--- config.mk ---
export PLATFORM = sky130hd
export DESIGN_NAME = iob_native_arbiter
export DESIGN_NICKNAME = d
export VERILOG_FILES = /design/src/rtl/iob_native_arbiter_pkg.sv /design/src/rtl/iob_rr_pick.sv /design/src/rtl/iob_native_arbiter.sv
export SDC_FILE = /design/constraint.sdc
export NUM_CORES = 1
export LEC_CHECK = 0
export ABC_AREA = 1
export BUFFER_PORTS_ARGS = -buffer_cell sky130_fd_sc_hd__buf_2
export CAP_MARGIN = 5
export CORE_AREA = 8 8 115 117
export DETAILED_ROUTE_END_ITERATION = 8
export DIE_AREA = 0 0 123 125
export SLEW_MARGIN = 20
export SYNTH_ARGS = -nofsm -noshare
export SYNTH_HDL_FRONTEND = slang
export SYNTH_HIERARCHICAL = 1
export SYNTH_SLANG_ARGS = --single-unit
--- constraint.sdc ---
create_clock -name clk_i -period 2.25 [get_ports clk_i]
set_clock_uncertainty 0.1 [all_clocks]
set_input_delay 0.225 -clock clk_i [delete_from_list [all_inputs] [get_ports clk_i]]
set_output_delay 0.225 -clock clk_i [all_outputs]
set_load 0.01 [all_outputs]
--- src/rtl/iob_native_arbiter_pkg.sv ---
// Shared types and helpers for the native-interface round-robin arbiter.
package iob_native_arbiter_pkg;

  typedef enum logic {
    StIdle = 1'b0,
    StBusy = 1'b1
  } arb_state_e;

  // Index width for an n-entry select; never narrower than one bit.
  function automatic int unsigned idx_width(input int unsigned n);
    return (n > 1) ? $clog2(n) : 1;
  endfunction

endpackage

--- src/rtl/iob_rr_pick.sv ---
// Round-robin pick: first set request at or after ptr, wrapping modulo N.
module iob_rr_pick
  import iob_native_arbiter_pkg::*;
#(
  parameter int unsigned N    = 2,
  parameter int unsigned IdxW = idx_width(N)
) (
  input  logic [N-1:0]    req_i,
  input  logic [IdxW-1:0] ptr_i,
  output logic [IdxW-1:0] idx_o,
  output logic            any_o
);

  logic [2*N-1:0] req_dbl;
  logic [N-1:0]   req_rot;
  logic [IdxW-1:0] enc;
  int unsigned    sum;

  // Rotate so ptr lands at bit 0, take the lowest set bit, rotate the index back.
  always_comb begin
    req_dbl = {req_i, req_i};
    req_rot = req_dbl[ptr_i +: N];
    enc     = '0;
    for (int i = N - 1; i >= 0; i--) begin
      if (req_rot[i]) enc = IdxW'(i);
    end
    sum = 32'(enc) + 32'(ptr_i);
    if (sum >= N) sum = sum - N;
    idx_o = IdxW'(sum);
    any_o = |req_i;
  end

endmodule

--- src/rtl/iob_native_arbiter.sv ---
// Round-robin arbiter sharing one native slave between N_MASTERS masters.
// A grant is held until the slave returns ready; the next search starts after
// the master just served.
module iob_native_arbiter
  import iob_native_arbiter_pkg::*;
#(
  parameter int unsigned N_MASTERS = 2,
  parameter int unsigned ADDR_W    = 32,
  parameter int unsigned DATA_W    = 32
) (
  input  logic                          clk_i,
  input  logic                          rst_ni,
  input  logic [N_MASTERS-1:0]          m_valid_i,
  input  logic [N_MASTERS*ADDR_W-1:0]   m_addr_i,
  input  logic [N_MASTERS*DATA_W-1:0]   m_wdata_i,
  input  logic [N_MASTERS*DATA_W/8-1:0] m_wstrb_i,
  output logic [N_MASTERS*DATA_W-1:0]   m_rdata_o,
  output logic [N_MASTERS-1:0]          m_ready_o,
  output logic                          s_valid_o,
  output logic [ADDR_W-1:0]             s_addr_o,
  output logic [DATA_W-1:0]             s_wdata_o,
  output logic [DATA_W/8-1:0]           s_wstrb_o,
  input  logic [DATA_W-1:0]             s_rdata_i,
  input  logic                          s_ready_i,
  output logic [N_MASTERS-1:0]          grant_o,
  output logic                          busy_o
);

  localparam int unsigned IdxW  = idx_width(N_MASTERS);
  localparam int unsigned StrbW = DATA_W / 8;

  arb_state_e      state_q, state_d;
  logic [IdxW-1:0] gnt_idx_q, gnt_idx_d;
  logic [IdxW-1:0] prio_ptr_q, prio_ptr_d;
  logic [IdxW-1:0] pick_idx;
  logic            pick_any;
  logic [IdxW-1:0] prio_next;
  int unsigned     gi;

  iob_rr_pick #(
    .N    (N_MASTERS),
    .IdxW (IdxW)
  ) u_pick (
    .req_i (m_valid_i),
    .ptr_i (prio_ptr_q),
    .idx_o (pick_idx),
    .any_o (pick_any)
  );

  // State, grant index and priority pointer registers.
  always_ff @(posedge clk_i or negedge rst_ni) begin
    if (!rst_ni) begin
      state_q    <= StIdle;
      gnt_idx_q  <= '0;
      prio_ptr_q <= '0;
    end else begin
      state_q    <= state_d;
      gnt_idx_q  <= gnt_idx_d;
      prio_ptr_q <= prio_ptr_d;
    end
  end

  // Next state: grant in IDLE, release on slave ready in BUSY.
  always_comb begin
    state_d    = state_q;
    gnt_idx_d  = gnt_idx_q;
    prio_ptr_d = prio_ptr_q;
    // Wrap without a modulo; for a single master this stays at 0.
    prio_next  = (gnt_idx_q == IdxW'(N_MASTERS - 1)) ? '0 : gnt_idx_q + 1'b1;
    unique case (state_q)
      StIdle: begin
        if (pick_any) begin
          gnt_idx_d = pick_idx;
          state_d   = StBusy;
        end
      end
      StBusy: begin
        if (s_ready_i) begin
          prio_ptr_d = prio_next;
          state_d    = StIdle;
        end
      end
      default: state_d = StIdle;
    endcase
  end

  // Route the granted master to the slave and the response back; zeros otherwise.
  always_comb begin
    gi        = 32'(gnt_idx_q);
    s_valid_o = 1'b0;
    s_addr_o  = '0;
    s_wdata_o = '0;
    s_wstrb_o = '0;
    m_ready_o = '0;
    m_rdata_o = '0;
    grant_o   = '0;
    busy_o    = 1'b0;
    if (state_q == StBusy) begin
      busy_o                         = 1'b1;
      grant_o[gnt_idx_q]             = 1'b1;
      // Follows the granted master even if it drops early; grant is still held.
      s_valid_o                      = m_valid_i[gnt_idx_q];
      s_addr_o                       = m_addr_i[gi*ADDR_W +: ADDR_W];
      s_wdata_o                      = m_wdata_i[gi*DATA_W +: DATA_W];
      s_wstrb_o                      = m_wstrb_i[gi*StrbW +: StrbW];
      m_ready_o[gnt_idx_q]           = s_ready_i;
      m_rdata_o[gi*DATA_W +: DATA_W] = s_rdata_i;
    end
  end

endmodule
---- Word-level counts from Yosys, hierarchy flattened ----
Cells that the tools add are included.
cells by class
  bitwise operators ....................... 3
  reductions and logical operators ........ 4
  mux-type cells .......................... 19
  shift operators ......................... 6
  add/sub/neg operators ................... 4
  magnitude comparators ................... 3
operators with widths
  kind                      count
  $shiftx 64x7->32          2
  $and 64x64->64            1
  $mux 32                   2
  $mux 64                   1
  $shift 32x34->64 const A  1
  $shiftx 32x34->64         1
  $neg 6->34                1
  $mux 1                    11
  $shiftx 8x4->4            1
  $mux 2                    2
  $mux 4                    1
  $reduce_and 2->1          2
  $shiftx 4x2->2            1
  $add 1x1->2               1
  $and 2x2->2               1
  $ge 2x2->1 const B        1
  $lt 1x2->1 const B        1
  $pmux 1 s2                1
  $reduce_or 2->1           1
  $add 1x1->1 const B       1
  $demux 1 s1               1
  $ge 1x1->1 const B        1
  $logic_and 1x1->1         1
  $not 1->1                 1
  $sub 1x1->1 const B       1
storage, ports and cells
  bits in registers ....................... 3
  logic and storage cells ................. 42
  output and inout port bits .............. 138

---- Logic depth before layout (Yosys ltp) ----
Gate-level depths: netlist (run 1).
  depth in word-level cells ............... 6
  depth in mapped cells ................... 6

---- By module ----
The synthesis (run 1) kept the hierarchy.
by module, submodules not included
  module              sequential area each (um2)  area an instance (um2)  instances  cells an instance
  iob_native_arbiter  75.1                        1735.4                  1          361
  iob_rr_pick         0.0                         18.8                    1          4

---- Least setup slack after synthesis (run 1) ----
No wires, ideal clock.
  path type ............................... register to output
  from .................................... register state_q
  to ...................................... output port s_addr_o[10]
  data required time ...................... 1925 ps
  arrival time ............................ 988 ps
  stages on the path, launching flop included .. 6
  slack ................................... 937 ps
  cell sequence ........................... dfrtp_1 -> buf_4 -> buf_8 -> buf_6 -> nand3_1 -> nand2_1
between the ends
  longest elaborated chain between the ends .. 1
ends and longest elaborated chain
  element                 line                      RTL
  from (decl)             iob_native_arbiter.sv:32  arb_state_e state_q, state_d;
  from (signal assigned)  iob_native_arbiter.sv:53  state_q <= StIdle;
  from (signal assigned)  iob_native_arbiter.sv:57  state_q <= state_d;
  $mux 32                 iob_native_arbiter.sv:98  if (state_q == StBusy) begin
  to (decl)               iob_native_arbiter.sv:20  output logic [ADDR_W-1:0] s_addr_o,
No other way between the ends.

---- Worst setup path after layout (run 1) ----
  from .................................... register state_q
  to ...................................... output port s_wdata_o[22]
between the ends
  longest elaborated chain between the ends .. 1
ends and longest elaborated chain
  element    line                      RTL
  $mux 32    iob_native_arbiter.sv:98
  to (decl)  iob_native_arbiter.sv:21  output logic [DATA_W-1:0] s_wdata_o,
No other way between the ends.

==> summary.md, run 1 <==
| Metric | Value |
|---|---|
| Number of diodes | 0 |
| Area share of the largest cell type after synthesis | 39.9% |
| Sequential cell area | roughly 80 um2 |
| Setup Crit Path Kind | flop to output port |
| Synth Net Count | ~540 |
| Vias | ~3300 |
| Synth Area in Adders | 0% |
| Clock power frac | just over 9% |
| Switching share of power | roughly 58% |
| Tmin final | about 1.9 ns |
| I/O pin total | just over 300 |
| HPWL Detailed | about 9400 um |
| Clk_lat worst skew | between 0.2 and 0.25 ns |
| Vias per cell | approximately 4.2 |
| Commonest non-fill, non-tap cell in the layout | buf_2 |
| Largest net degree at the start of global routing | 62 |
| Clk slew on worst S/H paths | approximately 0.030 ns |
| Routed wire per std cell | around 14 um |
| Post-Synth Simple-Gate Area | between 70 and 80% |
| CP startpoint kind | flop |
| Mapped Cells | 365 |
| Synth Area in XOR/XNOR | 0% |
| Multi-input combinational cell area | 0.00127 mm2 |
| Post-synthesis mux area share | 0% |
| Num rows | 40 |
| Nets | approximately 830 |
| Die area | 0.0154 mm2 |
| Req. time, crit path | 1.92 ns |
| Commonest non-fill, non-tap cells in the layout | buf_2, nand3_1, nand2_1 |
| Syn Std Cell Area | about 0.0018 mm2 |
| Die width | between 100 and 150 um |
| Comb pwr share | 85.6% |
| Arr. time, crit path | 1.59 ns |
| Port bufs | between 300 and 400 |
| Crit-path cells | buf_12, nand3_1, nand2_1, buf_2 |
| Fin crit share | 85.1% |
| Synth area leader | nand3_1 |
| Cell chosen for the clock root | clkbuf_16 |
| Max Clk Rate | between 0.5 and 0.6 GHz |
| Die height | 125 um |
| DR iter-0 viols | ~130 |
| Worst setup EP type | output port |
| Antenna violations before repair | 1 |
| Outcome | finished clean |
| Core Area | roughly 0.012 mm2 |
| Post-CTS setup buffers | 0 |
| Inserted Clock Buffers | 3 |
| RSZ-0062 raised after global routing | false |
| Cell-internal power | between 1 and 1.5 mW |
| Gp weighted congestion | about 0.8 |
| Peak VDD IR | between 0.5 and 0.6 mV |
| Slew margin rel. | between 60 and 70% |
| Post-route setup slack | roughly 0.34 ns |
| Worst slew pin tran | between 0.5 and 0.6 ns |
| Share of cells above drive strength 1 | between 50% and 60% |
| Final hold viol count | 0 |
| # fillers | 1368 |
| Switch Pwr | 1.77 mW |
| Grt total ovfl | 0 |
| Sum of negative setup slack | 0 ns |
| Largest family of logic cells by synthesized area | simple AND/OR/NAND/NOR gates |
| Ys Warns | 6 |
| Crit path max fanout | a little over 60 |
| Final wirelength | 11200 um |
| Leakage Power | 2.44 nW |
| Global-route wire length before repair | 16000 um |
| Pre-antenna DRT Iters | 4 |
| Slowest cell on crit path | dfrtp_4 |
| Slew Viols, Final | 0 |
| Cell area power density | 900 mW/mm2 |
| Post-Layout Inst Area | 0.00340 mm2 |
| Register bit total from synthesis | 3 |
| Area contributors post-synth | nand3_1, nand2_1, nor2_1, inv_1, buf_2 |
| Worst r2r path cells | 4 |
| CTS tree | yes |
| Setup WS pre-CTS | roughly 0.55 ns |
| Max-cap violation count | 0 |
| Total power | approximately 3.1 mW |
| Finish-stage setup viols | 0 |
| Synth Area per Inst | 4.81 um2 |
| Area grow syn2layout | 93.9% |
| Yosys cell types | 15 |
| Seq/Total Area, Yosys | 4.28% |
| Compound-Gate Fraction of Synth Area | less than 1% |
| CTS Sinks | 3 |
| Max stage delay on crit path | a little under 0.7 ns |
| HP Class | input pin to flop |
| Clock Path Buffers | 2 |
| Placed instance area | approximately 0.0033 mm2 |
| H-tree depth | 1 |
| Worst reg2reg setup slack | ~0.8 ns |
| # DRC | 0 |
| Hold Path Depth | 2 |
| Routed Antenna Nets | 0 |
| Vias in the first global route | between 2000 and 3000 |
| Initial Util | 15.1% |
| Overall routing resource usage | ~13% |
| Share of power burned in registers | about 5.2% |
==> Yosys cell counts <==
| library cell | instances |
|---|---|
| nand3_1 | 140 |
| nand2_1 | 76 |
| nor2_1 | 66 |
| inv_1 | 37 |
| buf_2 | 21 |
| buf_6 | 9 |
| buf_4 | 6 |
| dfrtp_1 | 3 |
| a21oi_1 | 1 |
| buf_8 | 1 |
| inv_4 | 1 |
| nand2_2 | 1 |
| nand2_4 | 1 |
| o21ai_0 | 1 |
| or2_1 | 1 |
==> cells by family (layout without fill, tap and decap cells) <==
logic type / after synthesis / in the layout
simple gates: 285 / 285
buf+inv: 75 / 361
flops: 3 / 3
compound gates: 2 / 2
==> metrics by stage <==
stage / hold WS, ns / util, % / instances
final: 0.166 / 29.3 / 798
after global routing: 0.179 / 29.3 / 798
after CTS: 0.168 / 29.3 / 798
after detailed placement: -0.0749 / 28.5 / 793
after global placement: -0.0772 / 28.5 / 793
after floorplan: -0.171 / - / 365
==> state kept, by name (all words and copies together) (netlist names) <==
signal      flops
prio_ptr_q      1
state_q         1
gnt_idx_q       1
==> power groups by stage <==
stage               clock (mW)  combinational [mW]  sequential [mW]
CTS                      0.286                2.67            0.161
detailed placement           0                2.66            0.162
global placement             0                2.66            0.161
finish                   0.282                2.62            0.158
global route             0.292                2.90            0.172
floorplan                    0                1.75           0.0889
==> worst paths after layout <==
path / end / from
max in group asynchronous: state_q / rst_ni
max reg2reg: state_q / state_q
max: s_wdata_o[22] / state_q
min in group asynchronous: gnt_idx_q / rst_ni
min: state_q / s_ready_i
min reg2reg: prio_ptr_q / prio_ptr_q
==> metal layers <==
metal	vias to the layer above	wire, um	share of wire (%)	track usage (%)
li1	1734	-	-	-
met1	1428	4320	39	14.4
met2	175	5640	50	23.6
met3	6	1140	10	3.06
met4	0	72	0.64	2.13
met5	-	0	0	0
==> critical path, delay by kind of cell (launching register included) <==
family        cells  cell delay, ns
flops             1            0.69
simple gates      2            0.22
buf+inv           2            0.43
==> what timing repair did <==
action,CTS,global route
hold buffers,1,0
hold endpoints to repair,3,0
endpoints found under the setup margin,0,0
resized for setup,0,0
==> cell type report <==
class,instances,area share [%]
Multi-Input combinational cell,287,37.3
Clock buffer,4,2.32
Timing Repair Buffer,319,48.4
Sequential cell,3,2.35
Inverter,38,4.27
Tap cell,147,5.41
No activity file was read; power rests on OpenSTA's default activity.
==> run 2: changes to the inputs <==
ABC_AREA = unset   (was 1)
CORE_AREA = 8 8 113 115   (was 8 8 115 117)
DIE_AREA = 0 0 121 123   (was 0 0 123 125)
==> run 2 against run 1 <==
Compared with the run above: maximum frequency down 5.8%; final cell count down 14%; first-iteration DRC count down 40%; non-clock buffer count down 1; register-to-register slack worse by 0.18 ns; largest cell class unchanged.
==> summary.md, run 2 <==
| Metric | Value |
|---|---|
| Outcome | finished clean |
| Port bufs | 310 |
| Switching share of power | 48.2% |
| Arr. time, crit path | roughly 1.7 ns |
| Cell area power density | 865 mW/mm2 |
| Leakage Power | roughly 2.3 nW |
| Biggest regs | gnt_idx_q x1, prio_ptr_q x1, state_q x1 |
| CTS Sinks | 3 |
| Largest net degree at the start of global routing | between 100 and 150 |
| Sum of negative setup slack | 0 ns |
| Setup Crit Path Kind | flop to output port |
| Worst setup EP type | output port |
| Number of diodes | 0 |
| I/O pin total | slightly above 300 |
| Finish-stage setup viols | 0 |
| Commonest non-fill, non-tap cells in the layout | buf_2, nor2b_1, mux2i_1 |
| Max-cap violation count | 0 |
| Synth area leader | mux2i_1 |
| Crit path max fanout | 34 |
| Setup WS pre-CTS | around 0.44 ns |
| HPWL Detailed | a little under 9000 um |
| HP Class | input pin to flop |
| Commonest non-fill, non-tap cell in the layout | buf_2 |
| DR iter-0 viols | slightly above 80 |
| Post-route setup slack | between 0.2 and 0.25 ns |
| Cell-internal power | 1.61 mW |
| Comb pwr share | 85.3% |
| Clock Path Buffers | 2 |
| Clk slew on worst S/H paths | 0.03 ns |
| Switch Pwr | roughly 1.5 mW |
| Final wirelength | between 10000 and 15000 um |
| Vias | about 2800 |
| CTS tree | yes |
| Global-route wire length before repair | roughly 14000 um |
| Share of power burned in registers | under 10% |
| Req. time, crit path | between 1.5 and 2 ns |
| Initial Util | ~17% |
| H-tree depth | 1 |
| Grt total ovfl | 0 |
| Worst slew pin tran | between 0.5 and 0.6 ns |
| Area contributors post-synth | mux2i_1, nor2b_1, and2_1, and3_1, dfrtp_1 |
| Most used flip-flop cell after synthesis | dfrtp_1 |
| Core Area | ~0.011 mm2 |
| Number of flops mapped to enable cells by yosys | 0 |
| Slew margin rel. | about three fifths |
| Final hold viol count | 0 |
| Mapped Cells | about 240 |
| Clock power frac | about 9.0% |
| Vias per cell | about 4.1 |
| Synth Net Count | around 420 |
| Register bit total from synthesis | 3 |
| Die width | around 120 um |
| Share of cells above drive strength 1 | a little over 60% |
| RSZ-0062 raised after global routing | false |
| Seq/Total Area, Yosys | 4.05% |
| Routed Antenna Nets | 0 |
| CP startpoint kind | flop |
| Area share of the largest cell type after synthesis | 37.3% |
| Post-CTS setup buffers | 0 |
| Yosys cell types | 20 |
| Post-synth ARST share | between 90% and 100% |
| Inserted Clock Buffers | 3 |
| Die area | roughly 0.015 mm2 |
| Peak VDD IR | 0.645 mV |
| # DRC | 0 |
| Synth Area per Inst | 7.59 um2 |
| Slew Viols, Final | 0 |
| Most frequent cell after synthesis | nor2b_1 |
| Max Clk Rate | between 0.4 and 0.5 GHz |
| Nets | 714 |
| Area grow syn2layout | 93.9% |
| Num rows | 39 |
| Cell chosen for the clock root | clkbuf_16 |
| Fin crit share | between 90 and 100% |
| Pre-antenna DRT Iters | 4 |
| Vias in the first global route | about 2800 |
| Routed wire per std cell | ~15 um |
| Tmin final | a little over 2 ns |
| Post-synth top cells | nor2b_1, mux2i_1, and2_1, and3_1, clkbuf_1 |
| Gp weighted congestion | about 0.79 |
| Overall routing resource usage | 11.9% |
| Antenna violations before repair | 0 |
| Ys Warns | 6 |
| Die height | roughly 120 um |
| Clk_lat worst skew | 0.22 ns |
| Syn Std Cell Area | 0.00185 mm2 |
==> run 2: layer usage <==
layer / vias up / track usage [%] / share of wire (%)
li1: 1408 / - / -
met1: 1199 / 12.0 / 36
met2: 182 / 22.5 / 51
met3: 2 / 5.25 / 13
met4: 0 / 1.64 / 0.26
met5: - / 0 / 0
==> run 2: layout make-up <==
cell class              count  area (um2)
clock buffers               4        78.8
fillers                  1246        7480
inverters                   2        7.51
multi-input cells         213        1610
flip-flops and latches      3        80.1
well taps                 143         179
repair buffers            318        1640
==> run 2: power by group through the flow <==
stage / registers [mW] / clock network [mW] / logic [mW]
finish: 0.177 / 0.281 / 2.65
global route: 0.193 / 0.289 / 2.89
CTS: 0.183 / 0.284 / 2.70
detailed placement: 0.184 / 0 / 2.69
global placement: 0.179 / 0 / 2.68
floorplan: 0.0941 / 0 / 1.85
==> run 2: logic make-up after synthesis <==
| group | after synthesis | share of synthesized area (%) |
|---|---|---|
| simple gates | 140 | 47.4 |
| mux | 70 | 37.9 |
| buf+inv | 28 | 9.18 |
| flops | 3 | 4.05 |
| compound gates | 2 | 0.878 |
| fa+ha+maj | 1 | 0.608 |
==> run 2: critical path: stages, from the launching register on <==
cell,delay [ns]
dfrtp_4,0.61
nor2b_4,0.52
and2_1,0.20
buf_2,0.13
==> run 2: path summary, 6_finish.rpt <==
path	from	endpoint	slack (ns)	cells after the start
worst max-delay path	gnt_idx_q	m_rdata_o[14]	0.22	3
worst min-delay path	s_ready_i	prio_ptr_q	0.19	2
worst min register to register	prio_ptr_q	prio_ptr_q	0.42	1
min in group asynchronous	rst_ni	gnt_idx_q	0.26	2
worst max register to register	gnt_idx_q	prio_ptr_q	0.61	3
max in group asynchronous	rst_ni	gnt_idx_q	1.67	2
==> run 2: stage by stage <==
| step | hold slack (ns) | cell area (um2) | instances | total power, mW | utilization [%] |
|---|---|---|---|---|---|
| floorplan | -0.171 | 1850 | 244 | 1.94 | - |
| global placement | -0.0733 | 3500 | 678 | 2.86 | 31.6 |
| detailed placement | -0.0737 | 3500 | 678 | 2.87 | 31.6 |
| finish | 0.190 | 3590 | 683 | 3.11 | 32.4 |
| CTS | 0.200 | 3590 | 683 | 3.17 | 32.4 |
| global route | 0.216 | 3590 | 683 | 3.37 | 32.4 |
==> run 2: repair_timing <==
| action | in CTS | in global routing |
|---|---|---|
| setup endpoints to repair | 0 | 0 |
| gates resized for setup | 0 | 0 |
| hold buffers | 1 | 0 |
| hold endpoints to repair | 3 | 0 |
